<file path="config.mk">
export PLATFORM = sky130hd
export DESIGN_NAME = grf_scoreboard
export DESIGN_NICKNAME = d
export VERILOG_FILES = /design/src/rtl/grf_scoreboard.sv
export SDC_FILE = /design/constraint.sdc
export NUM_CORES = 1
export LEC_CHECK = 0
export BUFFER_PORTS_ARGS = -buffer_cell sky130_fd_sc_hd__buf_4
export CAP_MARGIN = 20
export CORE_MARGIN = 10
export CORE_UTILIZATION = 55
export CTS_CLUSTER_SIZE = 24
export DETAILED_ROUTE_END_ITERATION = 6
export PLACE_DENSITY_LB_ADDON = 0.12
export SETUP_SLACK_MARGIN = 0.1
export SLEW_MARGIN = 10
export SYNTH_ARGS = -nofsm -noshare
export SYNTH_HDL_FRONTEND = slang
export SYNTH_SLANG_ARGS = --single-unit
</file>
<file path="constraint.sdc">
create_clock -name clk -period 5.9 [get_ports clk]
set_input_delay 1.77 -clock clk [delete_from_list [all_inputs] [get_ports clk]]
set_output_delay 1.77 -clock clk [all_outputs]
set_load 0.01 [all_outputs]
</file>
<file path="src/rtl/grf_scoreboard.sv">
// grf_scoreboard: per-register hazard scoreboard for the 32-entry GRF.
// Tracks in-flight GRF writes from issue to writeback commit, and raises
// stall on unready sources or a saturated destination write count.
// Optional feature macro: GRF_SB_STALL_CNT_EN (builds the stall cycle counter).
module grf_scoreboard #(
    parameter int NREG  = 32,
    parameter int CNT_W = 2,
    parameter int LAT_W = 3
) (
    input  logic             clk,
    input  logic             reset,
    input  logic             issue_valid,
    input  logic [4:0]       issue_rs,
    input  logic             issue_rs_use,
    input  logic [4:0]       issue_rt,
    input  logic             issue_rt_use,
    input  logic             issue_we,
    input  logic [4:0]       issue_rd,
    input  logic [LAT_W-1:0] issue_lat,
    input  logic             retire_valid,
    input  logic [4:0]       retire_rd,
    output logic             stall,
    output logic [NREG-1:0]  busy_mask,
    output logic             err_underflow,
    output logic [31:0]      stall_cycles
);

    // Register 0 has no storage at all, so it reads as constant zero.
    logic [CNT_W-1:0] pend_cnt [1:NREG-1];
    logic [LAT_W-1:0] ready_cd [1:NREG-1];

    logic src_a_busy;
    logic src_b_busy;
    logic rd_full;
    logic retire_same_rd;
    logic accept;
    logic wr_en;

    // Hazard lookup against pre-update state; index 0 never matches.
    always_comb begin
        src_a_busy = 1'b0;
        src_b_busy = 1'b0;
        rd_full    = 1'b0;
        for (int unsigned i = 1; i < NREG; i++) begin
            if (issue_rs == 5'(i) && ready_cd[i] != '0) src_a_busy = 1'b1;
            if (issue_rt == 5'(i) && ready_cd[i] != '0) src_b_busy = 1'b1;
            if (issue_rd == 5'(i) && pend_cnt[i] == '1) rd_full    = 1'b1;
        end
    end

    // Stall decision and accept qualification.
    always_comb begin
        retire_same_rd = retire_valid && (retire_rd == issue_rd);
        stall = issue_valid &&
                ((issue_rs_use && src_a_busy) ||
                 (issue_rt_use && src_b_busy) ||
                 (issue_we && rd_full && !retire_same_rd));
        accept = issue_valid && !stall;
        wr_en  = accept && issue_we && (issue_rd != 5'd0);
    end

    // Per-register pending counts and ready countdowns.
    always_ff @(posedge clk or negedge reset) begin
        if (!reset) begin
            for (int unsigned i = 1; i < NREG; i++) begin
                pend_cnt[i] <= '0;
                ready_cd[i] <= '0;
            end
        end else begin
            for (int unsigned i = 1; i < NREG; i++) begin
                if (wr_en && issue_rd == 5'(i)) begin
                    ready_cd[i] <= issue_lat;
                end else if (ready_cd[i] != '0) begin
                    ready_cd[i] <= ready_cd[i] - 1'b1;
                end

                // A same-cycle write and retire cancel; a retire against zero is dropped.
                if (wr_en && issue_rd == 5'(i)) begin
                    if (!(retire_valid && retire_rd == 5'(i)))
                        pend_cnt[i] <= pend_cnt[i] + 1'b1;
                end else if (retire_valid && retire_rd == 5'(i) && pend_cnt[i] != '0) begin
                    pend_cnt[i] <= pend_cnt[i] - 1'b1;
                end
            end
        end
    end

    // Sticky underflow flag: retire of a register with nothing in flight.
    always_ff @(posedge clk or negedge reset) begin
        if (!reset) begin
            err_underflow <= 1'b0;
        end else begin
            for (int unsigned i = 1; i < NREG; i++) begin
                if (retire_valid && retire_rd == 5'(i) && pend_cnt[i] == '0)
                    err_underflow <= 1'b1;
            end
        end
    end

    // Busy mask straight from registered pending counts.
    always_comb begin
        busy_mask = '0;
        for (int unsigned i = 1; i < NREG; i++) begin
            busy_mask[i] = (pend_cnt[i] != '0);
        end
    end

`ifdef GRF_SB_STALL_CNT_EN
    logic [31:0] stall_cnt_q;

    // Saturating count of stalled cycles.
    always_ff @(posedge clk or negedge reset) begin
        if (!reset) begin
            stall_cnt_q <= '0;
        end else if (stall && stall_cnt_q != '1) begin
            stall_cnt_q <= stall_cnt_q + 32'd1;
        end
    end

    assign stall_cycles = stall_cnt_q;
`else
    assign stall_cycles = '0;
`endif

endmodule

</file>
# Yosys cells after proc, flatten, opt, wreduce, memory -nomap -nowiden
# Cells that the tools add are included.
[totals]
ram_bits = 0
output_inout_bits = 66
ff_bits = 156
memories = 0
latch_bits = 0
rom_bits = 0
in_bits = 30
wordCells = 1040
[op_classes]
mul = 0
shifts = 0
n_lt_le_gt_ge = 0
muxes = 279
div_mod_pow = 0
add_sub_neg = 93
eq_ne = 187
n_bitwise = 0
reduce_logical = 418
[op_table]
columns = ["op", "count"]
rows = [
  ["5-bit == test (second input constant)", 64],
  ["1-bit logical AND", 226],
  ["2-bit two-way mux", 93],
  ["3-bit two-way mux", 62],
  ["2-bit nonzero test", 93],
  ["5-bit by 4-bit == test with 1-bit output (second input constant)", 32],
  ["1-bit two-way mux", 124],
  ["3-bit nonzero test", 31],
  ["3-bit by 1-bit subtractor with 3-bit output (second input constant)", 31],
  ["5-bit by 3-bit == test with 1-bit output (second input constant)", 16],
  ["2-bit by 1-bit adder with 2-bit output (second input constant)", 31],
  ["2-bit == test (second input constant)", 31],
  ["2-bit logical NOT", 31],
  ["2-bit inequality test (second input constant)", 31],
  ["2-bit AND reduction", 31],
  ["2-bit by 1-bit subtractor with 2-bit output (second input constant)", 31],
  ["5-bit by 2-bit == test with 1-bit output (second input constant)", 8],
  ["31-bit nonzero test", 1],
  ["5-bit by 1-bit == test with 1-bit output (second input constant)", 4],
  ["5-bit == test", 1],
  ["5-bit nonzero test", 1],
  ["1-bit logical NOT", 2],
  ["1-bit logical OR", 2],
]

# Logic depth before layout (Yosys ltp)
[logic_depth]
ltp_word = 44
ltp_mapped = 13
mapped_depth_nobuf = 11

# Worst setup path before layout
# No wires, ideal clock.
[synth_path]
path_type = "input-to-output"
startpoint = "input issue_rd[1]"
endpoint = "output stall"
cell_stages = 8
required_ns = 4.130
slack_ns = 0.422
t_arrival_ns = 3.708
path_buffers = 2
cell_sequence = "buf_4 or4bb_1 or2_2 a41oi_1 o311a_1 buf_6 nor2_1 a21boi_0"
[synth_via]
elab_chain_cells = 37
elab_cells_between_ends = 100
cone_classes = "eq/ne: 32; mux: 31; reduce/logical: 37"
[synth_rtl]
columns = ["element", "line", "text"]
rows = [
  ["start: declaration", "18", "input logic [4:0] issue_rd,"],
  ["5-bit by 1-bit == test with 1-bit output", "47", "if (issue_rd == 5'(i) && pend_cnt[i] == '1) rd_full = 1'b1;"],
  ["1-bit logical AND", "47", ""],
  ["1-bit two-way mux (31 in series)", "47", ""],
  ["1-bit logical AND", "57", "(issue_we && rd_full && !retire_same_rd));"],
  ["1-bit logical AND *", "57", ""],
  ["1-bit logical OR *", "56", "(issue_rt_use && src_b_busy) ||"],
  ["1-bit logical AND *", "54", "stall = issue_valid &&"],
  ["end: declaration", "22", "output logic stall,"],
]
# Every way passes the cells marked *; elsewhere a longest branch is shown, timed or not.

# Worst setup path after layout
# Ends and elaborated chain as after synthesis.

==> impl_metrics.csv <==
group,metric,value,unit
worst_setup_path,worstSetupPathType,"input pin to output port",
timing,min_period,5670,ps
cells_and_area,final_util,0.621,
cells_and_area,area_delta_synth_final,10.8,%
drt,dr_total_vias,10600,
clocking,clock_latency,430,ps
global_routing,antenna_found_initial,0,
clocking,cts_tree,"done",
timing,worstMarginPinSlew,1070,ps
floorplanning,dieArea,0.0278,mm2
floorplanning,rows,53,
global_routing,grt_pass1_wl,55500,um
drt,wl,34600,um
clocking,cts_hold_buf,0,
global_routing,track_usage,0.245,
timing,finalSetupTns,0,ps
clocking,cts_buffer_depth,2,
timing,hold_viol_final,0,
clocking,cts_resized,0,
worst_setup_path,critPathArrivalTime,3900,ps
drt,wire_per_inst,19.6,um
timing,fin_crit_sh,0.961,
floorplanning,initial_core_util,0.561,
place,post-place-ws,240,ps
drt,drt_iter0_markers,957,
global_routing,gr-total-overflow,0,
drt,dr.pass1.iters,6,
place,io_buffers,62,
run,cap_violations,0,
floorplanning,core,0.0211,mm2
power,vdd_drop_max,0.196,mV
timing,fin_worst_skew,14.7,ps
clocking,cts_made_buffers,17,
drt,vias_per_cell,5.99,
timing,clock.fmax,176,MHz
status,status,"finished clean",
cells_and_area,drive_gt1_frac,0.143,
timing,grt_setup_unrepaired,"no",
logic_synthesis,postSynthAreaPerCell,8.25,um2
worst_setup_path,r2r_start,"ready_cd[90]",
logic_synthesis,synth_edf_count,0,
floorplanning,die_x,167,um
logic_synthesis,yosys_register_bits,156,
clocking,cts.clk_slew.worst_paths,60,ps
place,gp_congestion,1.00,
global_routing,grt_start_max_net_pins,71,
worst_setup_path,cp.required,4130,ps
timing,slew_viol_final,0,
cells_and_area,antennaDiodeCount,0,
place,dp_hpwl,25800,um
drt,route.met2.wl,16400,um
drt,m1WireLength,15100,um
clocking,cts-root-buf,"clkbuf_16",
hold_path,hp-class,"register to register",
power,powerDensity,388,mW/mm2
clocking,cts_max_level,4,
worst_setup_path,cp_max_fo,12,
logic_synthesis,ys_types,75,
worst_setup_path,crit_path_start,"issue_rd[1]",
floorplanning,io_pins,96,
worst_setup_path,critPathLaunchType,"input pin",
logic_synthesis,ys.flop_type,"dfrtp_1",
logic_synthesis,syn-instance-count,1433,
logic_synthesis,syn-cell-area,0.0118,mm2
global_routing,grt_pass1_vias,10300,
drt,drcViolationCount,0,
clocking,post-cts-setup-buffer-count,0,
floorplanning,die-height,167,um
clocking,clock-sinks,156,
drt,wl_met3,1920,um
timing,finalSetupViolCount,0,
place,dpl-instance-area,0.0124,mm2
worst_setup_path,crit_path_end_kind,"output port",
logic_synthesis,async_flop_share,1.00,
logic_synthesis,synth_warnings,0,
power,power_leakage,0.00598,uW
cells_and_area,final_area,0.0131,mm2
drt,highest_layer,"met4",
timing,hold-worst-slack,548,ps
hold_path,hold_start,"pend_cnt[3]",
timing,maxSlewHeadroom,0.284,
logic_synthesis,yosysSeqAreaShare,0.330,
drt,ant_nets,0,
timing,layout_setup_ws,231,ps
cells_and_area,layout.nets,1571,
## sequential cells by signal, indices dropped and copies added (netlist names)
name / cells
pend_cnt: 62
ready_cd: 93
err_underflow: 1
## worst max-delay path, stage by stage
cell,delay (ps)
buf_4,160
or4b_2,740
o22ai_1,210
nor3_1,90
o2111ai_1,150
o311a_1,240
nor2_1,90
a21boi_0,180
buf_4,150
buf_4,120
## layout make-up
cell class / instances / area (um2)
well taps: 275 / 344
multi-input cells: 1126 / 7190
repair buffers: 93 / 702
clock inverters: 15 / 205
clock buffers: 17 / 425
inverters: 85 / 319
fillers: 1899 / 7990
flip-flops and latches: 156 / 3900
## layout by cell type, fill, tap and decap left out, types with 39 or more instances in the layout
master / n
ha_1: 62
nand2_1: 146
inv_1: 85
mux2_2: 39
nand3_1: 53
mux2i_1: 44
a21oi_1: 81
o21ai_0: 82
buf_4: 92
nor2_1: 155
nand2b_1: 41
dfrtp_1: 156
## worst paths after layout
path	cells past startpoint	slack (ps)	end
worst max register to register	12	2140	pend_cnt[22]
min in group asynchronous	1	1320	ready_cd[69]
worst max-delay path	10	230	stall
worst min-delay path	2	550	pend_cnt[3]
max in group asynchronous	2	3510	ready_cd[21]
worst min register to register	2	550	pend_cnt[3]
## cell usage after synthesis, types with 4 or more instances
library cell | count | area share
nor4_1 | 8 | 0.0042
xor2_1 | 4 | 0.0030
nand4b_1 | 13 | 0.0096
nor2_1 | 155 | 0.049
o22ai_1 | 11 | 0.0058
a31oi_1 | 8 | 0.0042
a2111o_1 | 4 | 0.0038
o21bai_1 | 15 | 0.0095
dfrtp_1 | 156 | 0.33
and3_1 | 9 | 0.0048
o21ai_0 | 82 | 0.035
a21oi_1 | 81 | 0.034
nand4_1 | 30 | 0.016
mux2i_1 | 44 | 0.037
buf_4 | 35 | 0.022
nor3b_1 | 19 | 0.012
ha_1 | 62 | 0.066
o211ai_1 | 21 | 0.013
o31ai_1 | 9 | 0.0057
nand2b_1 | 41 | 0.022
nand3_1 | 53 | 0.022
clkbuf_1 | 41 | 0.013
and2_1 | 20 | 0.011
nor2b_1 | 24 | 0.013
xnor2_1 | 32 | 0.024
and4_1 | 6 | 0.0044
mux2_2 | 39 | 0.037
o2111ai_1 | 6 | 0.0044
nor3_1 | 14 | 0.0059
inv_1 | 85 | 0.027
buf_2 | 17 | 0.0072
or3_1 | 15 | 0.0079
buf_6 | 4 | 0.0038
nand3b_1 | 20 | 0.013
or2_2 | 35 | 0.019
a221oi_1 | 4 | 0.0030
a211o_1 | 4 | 0.0030
nand2_1 | 146 | 0.046
## metal layers
layer | track usage | up-vias
met1 | 0.314 | 5099
met5 | 0 | -
met3 | 0.0391 | 73
met4 | 0.0974 | 0
met2 | 0.404 | 361
li1 | - | 5060
## stage by stage
step / power [uW] / cells
detailed placement: 3900 / 1735
global placement: 3800 / 1735
floorplan: 3380 / 1465
global route: 5510 / 1767
CTS: 5110 / 1767
finish: 5080 / 1767
## report_power, final
group	switching (uW)	total, uW	leakage, uW	internal [uW]
Sequential	251	1720	0.00192	1470
Clock	514	1200	0.000307	684
Combinational	1130	2170	0.00375	1030
## cell families (layout without fill, tap and decap cells)
| logic type | after synthesis | after routing | share of synthesized area |
|---|---|---|---|
| flip-flops | 156 | 156 | 0.330 |
| buffers and inverters | 183 | 210 | 0.0737 |
| other | 1 | 33 | 0.000317 |
| multiplexers | 85 | 85 | 0.0763 |
| AO/OA/AOI/OAI | 277 | 277 | 0.146 |
| AND/OR/NAND/NOR | 633 | 633 | 0.281 |
| adder cells (fa/ha/maj) | 62 | 62 | 0.0656 |
| XOR/XNOR | 36 | 36 | 0.0267 |
(Power assumes the default switching activity.)
